**src/rtl/uio_pkg.sv**
```systemverilog
// Shared types and default constants for the uio pin arbiter.
// The FSM state encoding lives here so the top and the bench agree on it.
package uio_pkg;

    localparam int unsigned TURNAROUND_DEF = 1;
    localparam int unsigned MAX_HOLD_DEF   = 16;

    typedef enum logic [1:0] {
        IDLE = 2'd0,
        OWN0 = 2'd1,
        OWN1 = 2'd2,
        GAP  = 2'd3
    } state_t;

endpackage

```
**src/rtl/rr_pick2.sv**
```systemverilog
// Two-way round-robin selector: a lone requester always wins; on a tie
// the stored pointer decides. The pointer is reloaded when an owner leaves.
module rr_pick2 (
    input  logic       clk,
    input  logic       rst,
    input  logic [1:0] i_req,
    input  logic       i_load,
    input  logic       i_next,
    output logic       o_pick
);

    logic r_rr;

    always_ff @(posedge clk) begin
        if (rst) begin
            r_rr <= 1'b0;
        end else if (i_load) begin
            r_rr <= i_next;
        end
    end

    always_comb begin
        o_pick = r_rr;
        if (i_req == 2'b01) begin
            o_pick = 1'b0;
        end else if (i_req == 2'b10) begin
            o_pick = 1'b1;
        end
    end

endmodule

```
**src/rtl/uio_pin_arbiter.sv**
```systemverilog
// Arbitrates a shared 8-bit bidirectional pad bank between two requesters,
// with a bounded hold time and an all-released turnaround gap between owners.
module uio_pin_arbiter
    import uio_pkg::*;
#(
    parameter int unsigned TURNAROUND = TURNAROUND_DEF,
    parameter int unsigned MAX_HOLD   = MAX_HOLD_DEF
) (
    input  logic       clk,
    input  logic       rst,
    input  logic [1:0] req,
    input  logic [7:0] out0,
    input  logic [7:0] out1,
    input  logic [7:0] oe0,
    input  logic [7:0] oe1,
    output logic [1:0] gnt,
    output logic [7:0] uio_out,
    output logic [7:0] uio_oe,
    output logic       busy
);

    localparam logic [7:0] HOLD_LAST = 8'(MAX_HOLD - 1);
    localparam logic [2:0] GAP_LAST  = 3'(TURNAROUND - 1);

    state_t     r_state;
    logic [7:0] r_hold;
    logic [2:0] r_gap;
    logic [1:0] r_gnt;
    logic       r_busy;

    logic w_owning;
    logic w_owner;
    logic w_ownReq;
    logic w_otherReq;
    logic w_exit;
    logic w_pick;

    assign w_owning   = (r_state == OWN0) || (r_state == OWN1);
    assign w_owner    = (r_state == OWN1);
    assign w_ownReq   = w_owner ? req[1] : req[0];
    assign w_otherReq = w_owner ? req[0] : req[1];
    // Voluntary release and hold-limit preemption share one exit path.
    assign w_exit     = w_owning && (!w_ownReq || ((r_hold == HOLD_LAST) && w_otherReq));

    rr_pick2 u_rr (
        .clk    (clk),
        .rst    (rst),
        .i_req  (req),
        .i_load (w_exit),
        .i_next (~w_owner),
        .o_pick (w_pick)
    );

    always_ff @(posedge clk) begin
        if (rst) begin
            r_state <= IDLE;
            r_hold  <= 8'd0;
            r_gap   <= 3'd0;
            r_gnt   <= 2'b00;
            r_busy  <= 1'b0;
        end else begin
            case (r_state)
                IDLE: begin
                    if (req != 2'b00) begin
                        r_state <= w_pick ? OWN1 : OWN0;
                        r_gnt   <= w_pick ? 2'b10 : 2'b01;
                        r_busy  <= 1'b1;
                        r_hold  <= 8'd0;
                    end
                end
                OWN0, OWN1: begin
                    if (w_exit) begin
                        r_state <= GAP;
                        r_gnt   <= 2'b00;
                        r_gap   <= 3'd0;
                    end else if (r_hold != HOLD_LAST) begin
                        r_hold <= r_hold + 8'd1;
                    end
                end
                GAP: begin
                    if (r_gap == GAP_LAST) begin
                        r_state <= IDLE;
                        r_busy  <= 1'b0;
                        r_gap   <= 3'd0;
                    end else begin
                        r_gap <= r_gap + 3'd1;
                    end
                end
                default: begin
                    r_state <= IDLE;
                    r_gnt   <= 2'b00;
                    r_busy  <= 1'b0;
                end
            endcase
        end
    end

    always_comb begin
        uio_out = 8'h00;
        uio_oe  = 8'h00;
        if (r_state == OWN0) begin
            uio_out = out0;
            uio_oe  = oe0;
        end else if (r_state == OWN1) begin
            uio_out = out1;
            uio_oe  = oe1;
        end
    end

    assign gnt  = r_gnt;
    assign busy = r_busy;

endmodule

```
**config.mk**
```make
export PLATFORM = sky130hd
export DESIGN_NAME = uio_pin_arbiter
export DESIGN_NICKNAME = d
export VERILOG_FILES = /design/src/rtl/uio_pkg.sv /design/src/rtl/rr_pick2.sv /design/src/rtl/uio_pin_arbiter.sv
export SDC_FILE = /design/constraint.sdc
export NUM_CORES = 1
export LEC_CHECK = 0
export ABC_CLOCK_PERIOD_IN_PS = 2800
export CORE_UTILIZATION = 41
export CTS_CLUSTER_SIZE = 12
export DETAILED_ROUTE_END_ITERATION = 6
export GPL_ROUTABILITY_DRIVEN = 0
export GPL_TIMING_DRIVEN = 0
export PLACE_DENSITY = 0.84
export SLEW_MARGIN = 5
export SYNTH_ARGS = -nofsm -noshare
export SYNTH_HDL_FRONTEND = slang
export SYNTH_SLANG_ARGS = --single-unit
```
**constraint.sdc**
```tcl
create_clock -name clk -period 2.8 [get_ports clk]
set_input_delay 0.7 -clock clk [delete_from_list [all_inputs] [get_ports clk]]
set_output_delay 0.7 -clock clk [all_outputs]
set_load 0.005 [all_outputs]
```
== After elaboration in Yosys (flattened, before gate mapping) ==
Cells that the tools add are included.

* Register bits after elaboration: 17
* Bits of input ports: 36
* Output and inout bits: 19
* Logic and storage cells: 63

* Add/sub/neg operators: 2
* Equality and inequality tests: 12
* Multiplexer cells: 25
* Bitwise logic cells: 1
* Reduce and logical (&&, ||, !) cells: 17

{| class="wikitable"
|+ Operators with widths
! cell !! number
|-
| two-way mux 8 bit || 7
|-
| one-hot mux 8 bit (2 select lines) || 1
|-
| two-way mux 2 bit || 5
|-
| AND reduction 3 bit || 3
|-
| adder 8 x 1 -> 8 bit, second input constant || 1
|-
| equality test 8 x 4 -> 1 bit, second input constant || 1
|-
| != test 2 bit, second input constant || 4
|-
| != test 8 x 4 -> 1 bit, second input constant || 1
|-
| nonzero test 2 bit || 4
|-
| equality test 2 bit, second input constant || 3
|-
| two-way mux 1 bit || 6
|-
| two-way mux 3 bit || 2
|-
| one-hot mux 2 bit (3 select lines) || 1
|-
| one-hot mux 3 bit (2 select lines) || 1
|-
| equality test 2 x 1 -> 1 bit, second input constant || 2
|-
| one-hot mux 2 bit (2 select lines) || 1
|-
| AND reduction 4 bit || 1
|-
| adder 3 x 1 -> 3 bit, second input constant || 1
|-
| zero test 3 bit || 1
|-
| logical AND 1 bit || 2
|-
| zero test 2 bit || 1
|-
| logical OR 1 bit || 2
|-
| != test 2 x 1 -> 1 bit, second input constant || 1
|-
| one-hot mux 1 bit (2 select lines) || 1
|-
| 4 further kinds || 4
|}

== Logic depth before layout (Yosys ltp) ==
Gate-level depths: netlist of the first run.

* Depth in word-level cells: 7
* Depth in mapped cells: 7
* Gate-level depth less buffers: 6

== Modules after synthesis ==
From an unflattened synthesis of the first run, not the netlist that was laid out.

* Cell total of the unflattened synthesis: 173
* Area total of the unflattened synthesis: 1282.5 um2

{| class="wikitable"
|+ By module, submodules not included
! module !! instances !! cells an instance !! area each (um2) !! seq. area each (um2)
|-
| uio_pin_arbiter || 1 || 168 || 1233.7 || 320.3
|-
| rr_pick2 || 1 || 5 || 48.8 || 20.0
|}

== Least setup slack after synthesis of the first run ==
No wires, ideal clock.

* Path type: reg2reg
* Start: reg r_state[0]
* End: reg r_gap[1]
* Setup time: 0.070 ns
* Data arrival time: 1.940 ns
* Required time: 2.730 ns
* Slack: 0.790 ns
* Stages on the path, launching flop included: 8
* Buffers on the path: 1
* Period minus slack after synthesis: 2.010 ns
* Cells stage by stage: dfxtp_1 > inv_1 > ha_1 > clkbuf_1 > mux2_2 > o311a_4 > or4b_1 > a21oi_1

* Cells in the longest elaborated chain, start to end: 7
* Elaborated cells between the ends (all ways): 15
* Those cells by class: 4 x eq/ne; 3 x mux; 8 x reduce/logical

{| class="wikitable"
|+ Ends and longest elaborated chain
! what !! RTL line !! source
|-
| start: declaration || uio_pin_arbiter.sv:25 || <nowiki>state_t r_state;</nowiki>
|-
| start signal: assignment || uio_pin_arbiter.sv:65 || <nowiki>r_state <= w_pick ? OWN1 : OWN0;</nowiki>
|-
| equality test 2 bit || uio_pin_arbiter.sv:38, uio_pin_arbiter.sv:39, uio_pin_arbiter.sv:62 ||
|-
| two-way mux 1 bit (on tied branches) || uio_pin_arbiter.sv:40, uio_pin_arbiter.sv:41 ||
|-
| zero test 1 bit or logical AND 1 bit (tied branches) || uio_pin_arbiter.sv:43 || <nowiki>assign w_exit = w_owning && (!w_ownReq || ((r_hold == HOLD_LAST) && w_otherReq));</nowiki>
|-
| logical OR 1 bit || uio_pin_arbiter.sv:43 ||
|-
| logical AND 1 bit || uio_pin_arbiter.sv:43 ||
|-
| != test 2 x 1 -> 1 bit (no source line) || - ||
|-
| AND reduction 2 bit (no source line) || - ||
|-
| end signal: assignment || uio_pin_arbiter.sv:86 || <nowiki>r_gap <= r_gap + 3'd1;</nowiki>
|-
| end: declaration || uio_pin_arbiter.sv:27 || <nowiki>logic [2:0] r_gap;</nowiki>
|}

Several ways; a longest one is shown, not always the timed one.
A chain may end at the register's enable or synchronous reset.

== Worst setup path in the final report of the first run ==
* Start: reg r_state[0]
* End: out uio_oe[5]

* Cells in the longest elaborated chain, start to end: 3
* Elaborated cells between the ends (all ways): 4
* Those cells by class: 2 x eq/ne; 2 x mux

{| class="wikitable"
|+ Ends and longest elaborated chain
! what !! RTL line !! source
|-
| equality test 2 bit || uio_pin_arbiter.sv:104 || <nowiki>end else if (r_state == OWN1) begin</nowiki>
|-
| two-way mux 8 bit || uio_pin_arbiter.sv:104 ||
|-
| two-way mux 8 bit * || uio_pin_arbiter.sv:101 || <nowiki>if (r_state == OWN0) begin</nowiki>
|-
| end: declaration || uio_pin_arbiter.sv:18 || <nowiki>output logic [7:0] uio_oe,</nowiki>
|}

Every way passes the cells marked *; elsewhere a longest branch is shown, timed or not.

==> summary.md, run 1 <==
| Metric | Value |
|---|---|
| Synth area leaders | dfxtp_1 (28%), nand2_1 (11%), o21ai_0 (9.2%), ha_1 (8.4%), a311oi_1 (5.9%) |
| Drt wl/cell | 13.6 um |
| Die width | between 50 and 60 um |
| Final Power | between 1 and 1.5 mW |
| Critical path fanouts, max | 10 |
| GRT Resource Usage Total | 0.222 |
| EDFF count, synth | 0 |
| Design area | 1810 um^2 |
| Via-per-instance ratio | 5.60 |
| Class of the most critical setup path | register to primary output |
| Clock Skew | slightly below 0.01 ns |
| Delay-heaviest family, CP | buffers and inverters |
| Via count | between 1000 and 1500 |
| Reg power frac | 0.261 |
| Clock power share | 0.112 |
| Antenna-violating nets left | 0 |
| Share of total power in combinational logic | 0.627 |
| Die H | 56.0 um |
| Synthesized cell area | around 1200 um^2 |
| Clock Tree Root | clkbuf_4 |
| Setup TNS | 0 ns |
| Fin nets | 259 |
| Slowest cell on crit path | clkdlybuf4s50_1 |
| Pin count of the biggest net entering global routing | 11 |
| Detailed Routing Iterations Pass 1 | 4 |
| Int Pwr | about 0.7 mW |
| Sw power | 0.495 mW |
| Clk buf depth | 2 |
| Pleak | a little under 0.7 nW |
| Initial core utilization | 0.434 |
| Final Cycle Share | 0.956 |
| Ant. Diodes | 0 |
| Cts bufs inserted | 3 |
| CP required | 2.10 ns |
| CP cell instances | inv_1 -> ha_4 -> clkbuf_4 -> nand2_1 -> o21ai_0 -> clkdlybuf4s50_1 |
| Initial antenna violation count | 0 |
| Sequential area share after synthesis | 0.285 |
| Switch share | 0.408 |
| Outcome | finished, final reports clean |
| CTS tree | done |
| FP Rows | 19 |
| Slew HR | 0.577 |
| IO Pins | between 50 and 60 |
| CP Capture Type | primary output |
| Total gr overflow | 0 |
| Die area | 3140 um^2 |
| Number of global-route vias before repair | 1303 |
| Routed WL | 3320 um |
| Peak supply drop | 439 uV |
| Number of synthesis warnings | 0 |
| Buf/Inv on CP | 3 |
| Register bit total from synthesis | 17 |
| Syn_nets | 202 |
| Drt drc | 0 |
| Slowest stage delay, CP | 0.53 ns |
| Average size of a mapped cell | 7.57 um^2 |
| Post-synth top flop | dfxtp_1 |
| Hold crit path type | register to register |
| Post-synthesis cell count | 158 |
| Post-CTS setup buffer count | 0 |
| Number of H-tree branching levels | 1 |
| Filler cell count | 239 |
| Slew Limit Fails | 0 |
| PD cells | 670 nW/um^2 |
| Largest area contributor in the synthesized netlist | dfxtp_1 |
| Max-cap violations | 0 |
| Core Util, Final | 0.657 |
| Worst-margin pin slew | between 0.6 and 0.7 ns |
| Asr flop ratio synth | 0 |
| Yosys top cell area share | 0.285 |
| WP data arrival | about 2.0 ns |
| Final hold violation count | 0 |
| Synth cell types | 33 |
| Clk_lat worst skew | 0.30 ns |
| Area delta synth->final | 51.4% |
| Hold_buf cts | 0 |
| Max Freq | 374 MHz |
| Critical Path Start Type | register |
| Clock Pin Slew Worst Setup and Hold Paths | 0.11 ns |
| Core area | between 2000 and 3000 um^2 |
| DP HPWL | 2580 um |
| Clock Sinks | 17 |
| # setup viols final | 0 |
| PortBufs | between 50 and 60 |
| Area after DPL | 1770 um^2 |
| Initial DRC Count | between 50 and 60 |
| Min cycle time layout | 2.68 ns |
| First-pass GRT wire length | 5700 um |
| Proportion of layout cells with a drive suffix above 1 | 0.0748 |
| RSZ-0062 raised after global routing | false |
## worst reg2reg max path: stages (launching register included)
cell and delay, ns:
dfxtp_1 0.37, or4_4 0.57, o311a_4 0.41, or4b_1 0.52, a21oi_1 0.14
## cell families after synthesis
| group | count (synthesis) | share of synthesized area |
|---|---|---|
| fa+ha+maj | 8 | 0.0837 |
| mux | 3 | 0.0262 |
| compound gates | 56 | 0.315 |
| flops | 17 | 0.285 |
| buf+inv | 14 | 0.0439 |
| simple gates | 60 | 0.247 |
## per-stage QoR
step | hold slack (ns) | setup WS, ns | std cells
5_1_grt | 0.520 | 0.0190 | 245
6_report | 0.488 | 0.124 | 245
3_3_place_gp | 0.461 | 0.0691 | 242
2_1_floorplan | 0.449 | 0.790 | 158
4_1_cts | 0.496 | 0.0301 | 245
3_5_place_dp | 0.478 | 0.00808 | 242
## registers in the layout (all words and copies together) (netlist names)
register / flops
u_rr.r_rr: 1
r_state: 2
gnt: 2
r_gap: 3
busy: 1
r_hold: 8
## cells in the mapped netlist, drive strengths merged (2+ instances only)
| master | n |
|---|---|
| inv | 6 |
| o21ai | 22 |
| nand2b | 4 |
| o31ai | 2 |
| a211o | 2 |
| a21oi | 9 |
| a22o | 4 |
| nor2 | 4 |
| a31oi | 2 |
| and3 | 2 |
| dfxtp | 17 |
| nand2 | 36 |
| nand3 | 3 |
| a311oi | 8 |
| ha | 8 |
| nor2b | 3 |
| a41oi | 2 |
| or4 | 3 |
| clkbuf | 8 |
| mux2i | 2 |
## area by class of cell
class                      count  area, um^2  share of cell area
buffer                         7        33.8              0.0187
sequential                    17         342               0.189
inverter                       6        22.5              0.0124
clock buffer                   3        22.5              0.0124
multi-input combinational    127         816               0.451
clock inverter                 1        5.00             0.00276
tap                           31        38.8              0.0214
timing repair buffer          53         531               0.293
## placed cells by master (no fill, tap or decap), types with 2 or more instances in the layout
cell type and n:
clkdlybuf4s50_1 53, nand2b_1 4, a211o_1 2, dfxtp_1 16, clkbuf_4 4, a41oi_1 2, a31oi_1 2, or4_1 2
nand2_1 36, ha_1 7, clkbuf_1 3, o21ai_1 2, o21ai_0 20, mux2i_1 2, a22o_1 4, nand3_1 3
a311oi_1 8, a21oi_1 9, nor2_1 4, clkbuf_2 3, nor2b_1 3, o31ai_1 2, inv_1 6
## repair_timing
action,in CTS,in global routing
resized for setup,2,12
hold endpoints to repair,0,0
cloned,0,0
setup endpoints to repair,10,16
## power by group through the flow
stage / Clock (mW) / Sequential, mW / Combinational, mW
2_1_floorplan: 0 / 0.314 / 0.408
3_3_place_gp: 0 / 0.317 / 0.712
3_5_place_dp: 0 / 0.321 / 0.740
4_1_cts: 0.137 / 0.315 / 0.746
5_1_grt: 0.146 / 0.324 / 0.829
6_report: 0.136 / 0.317 / 0.761
## metal layers
layer | GRT usage | vias to the layer above | wire, um
met1 | 0.259 | 612 | 1400
met5 | 0 | - | 0
met2 | 0.396 | 61 | 1580
li1 | - | 693 | -
met4 | 0.0801 | 0 | 58
met3 | 0.0488 | 7 | 280
## worst paths after layout
kind / to / from / slack (ns) / cells past startpoint
worst max-delay path: uio_oe[5] / r_state[0]$_SDFFE_PP0P_ / 0.12 / 6
worst min-delay path: r_hold[1]$_SDFFE_PP0P_ / r_hold[1]$_SDFFE_PP0P_ / 0.49 / 2
worst max register to register: r_gap[1]$_SDFFE_PP0P_ / r_hold[4]$_SDFFE_PP0P_ / 0.71 / 4
worst min register to register: r_hold[1]$_SDFFE_PP0P_ / r_hold[1]$_SDFFE_PP0P_ / 0.49 / 2
No activity file was read; power rests on OpenSTA's default activity.
==> run 2: changes to the inputs <==
- ABC_AREA: default -> 0
==> results of run 2 <==
No change in the layout: final DEF, timing and power equal those of run 1.
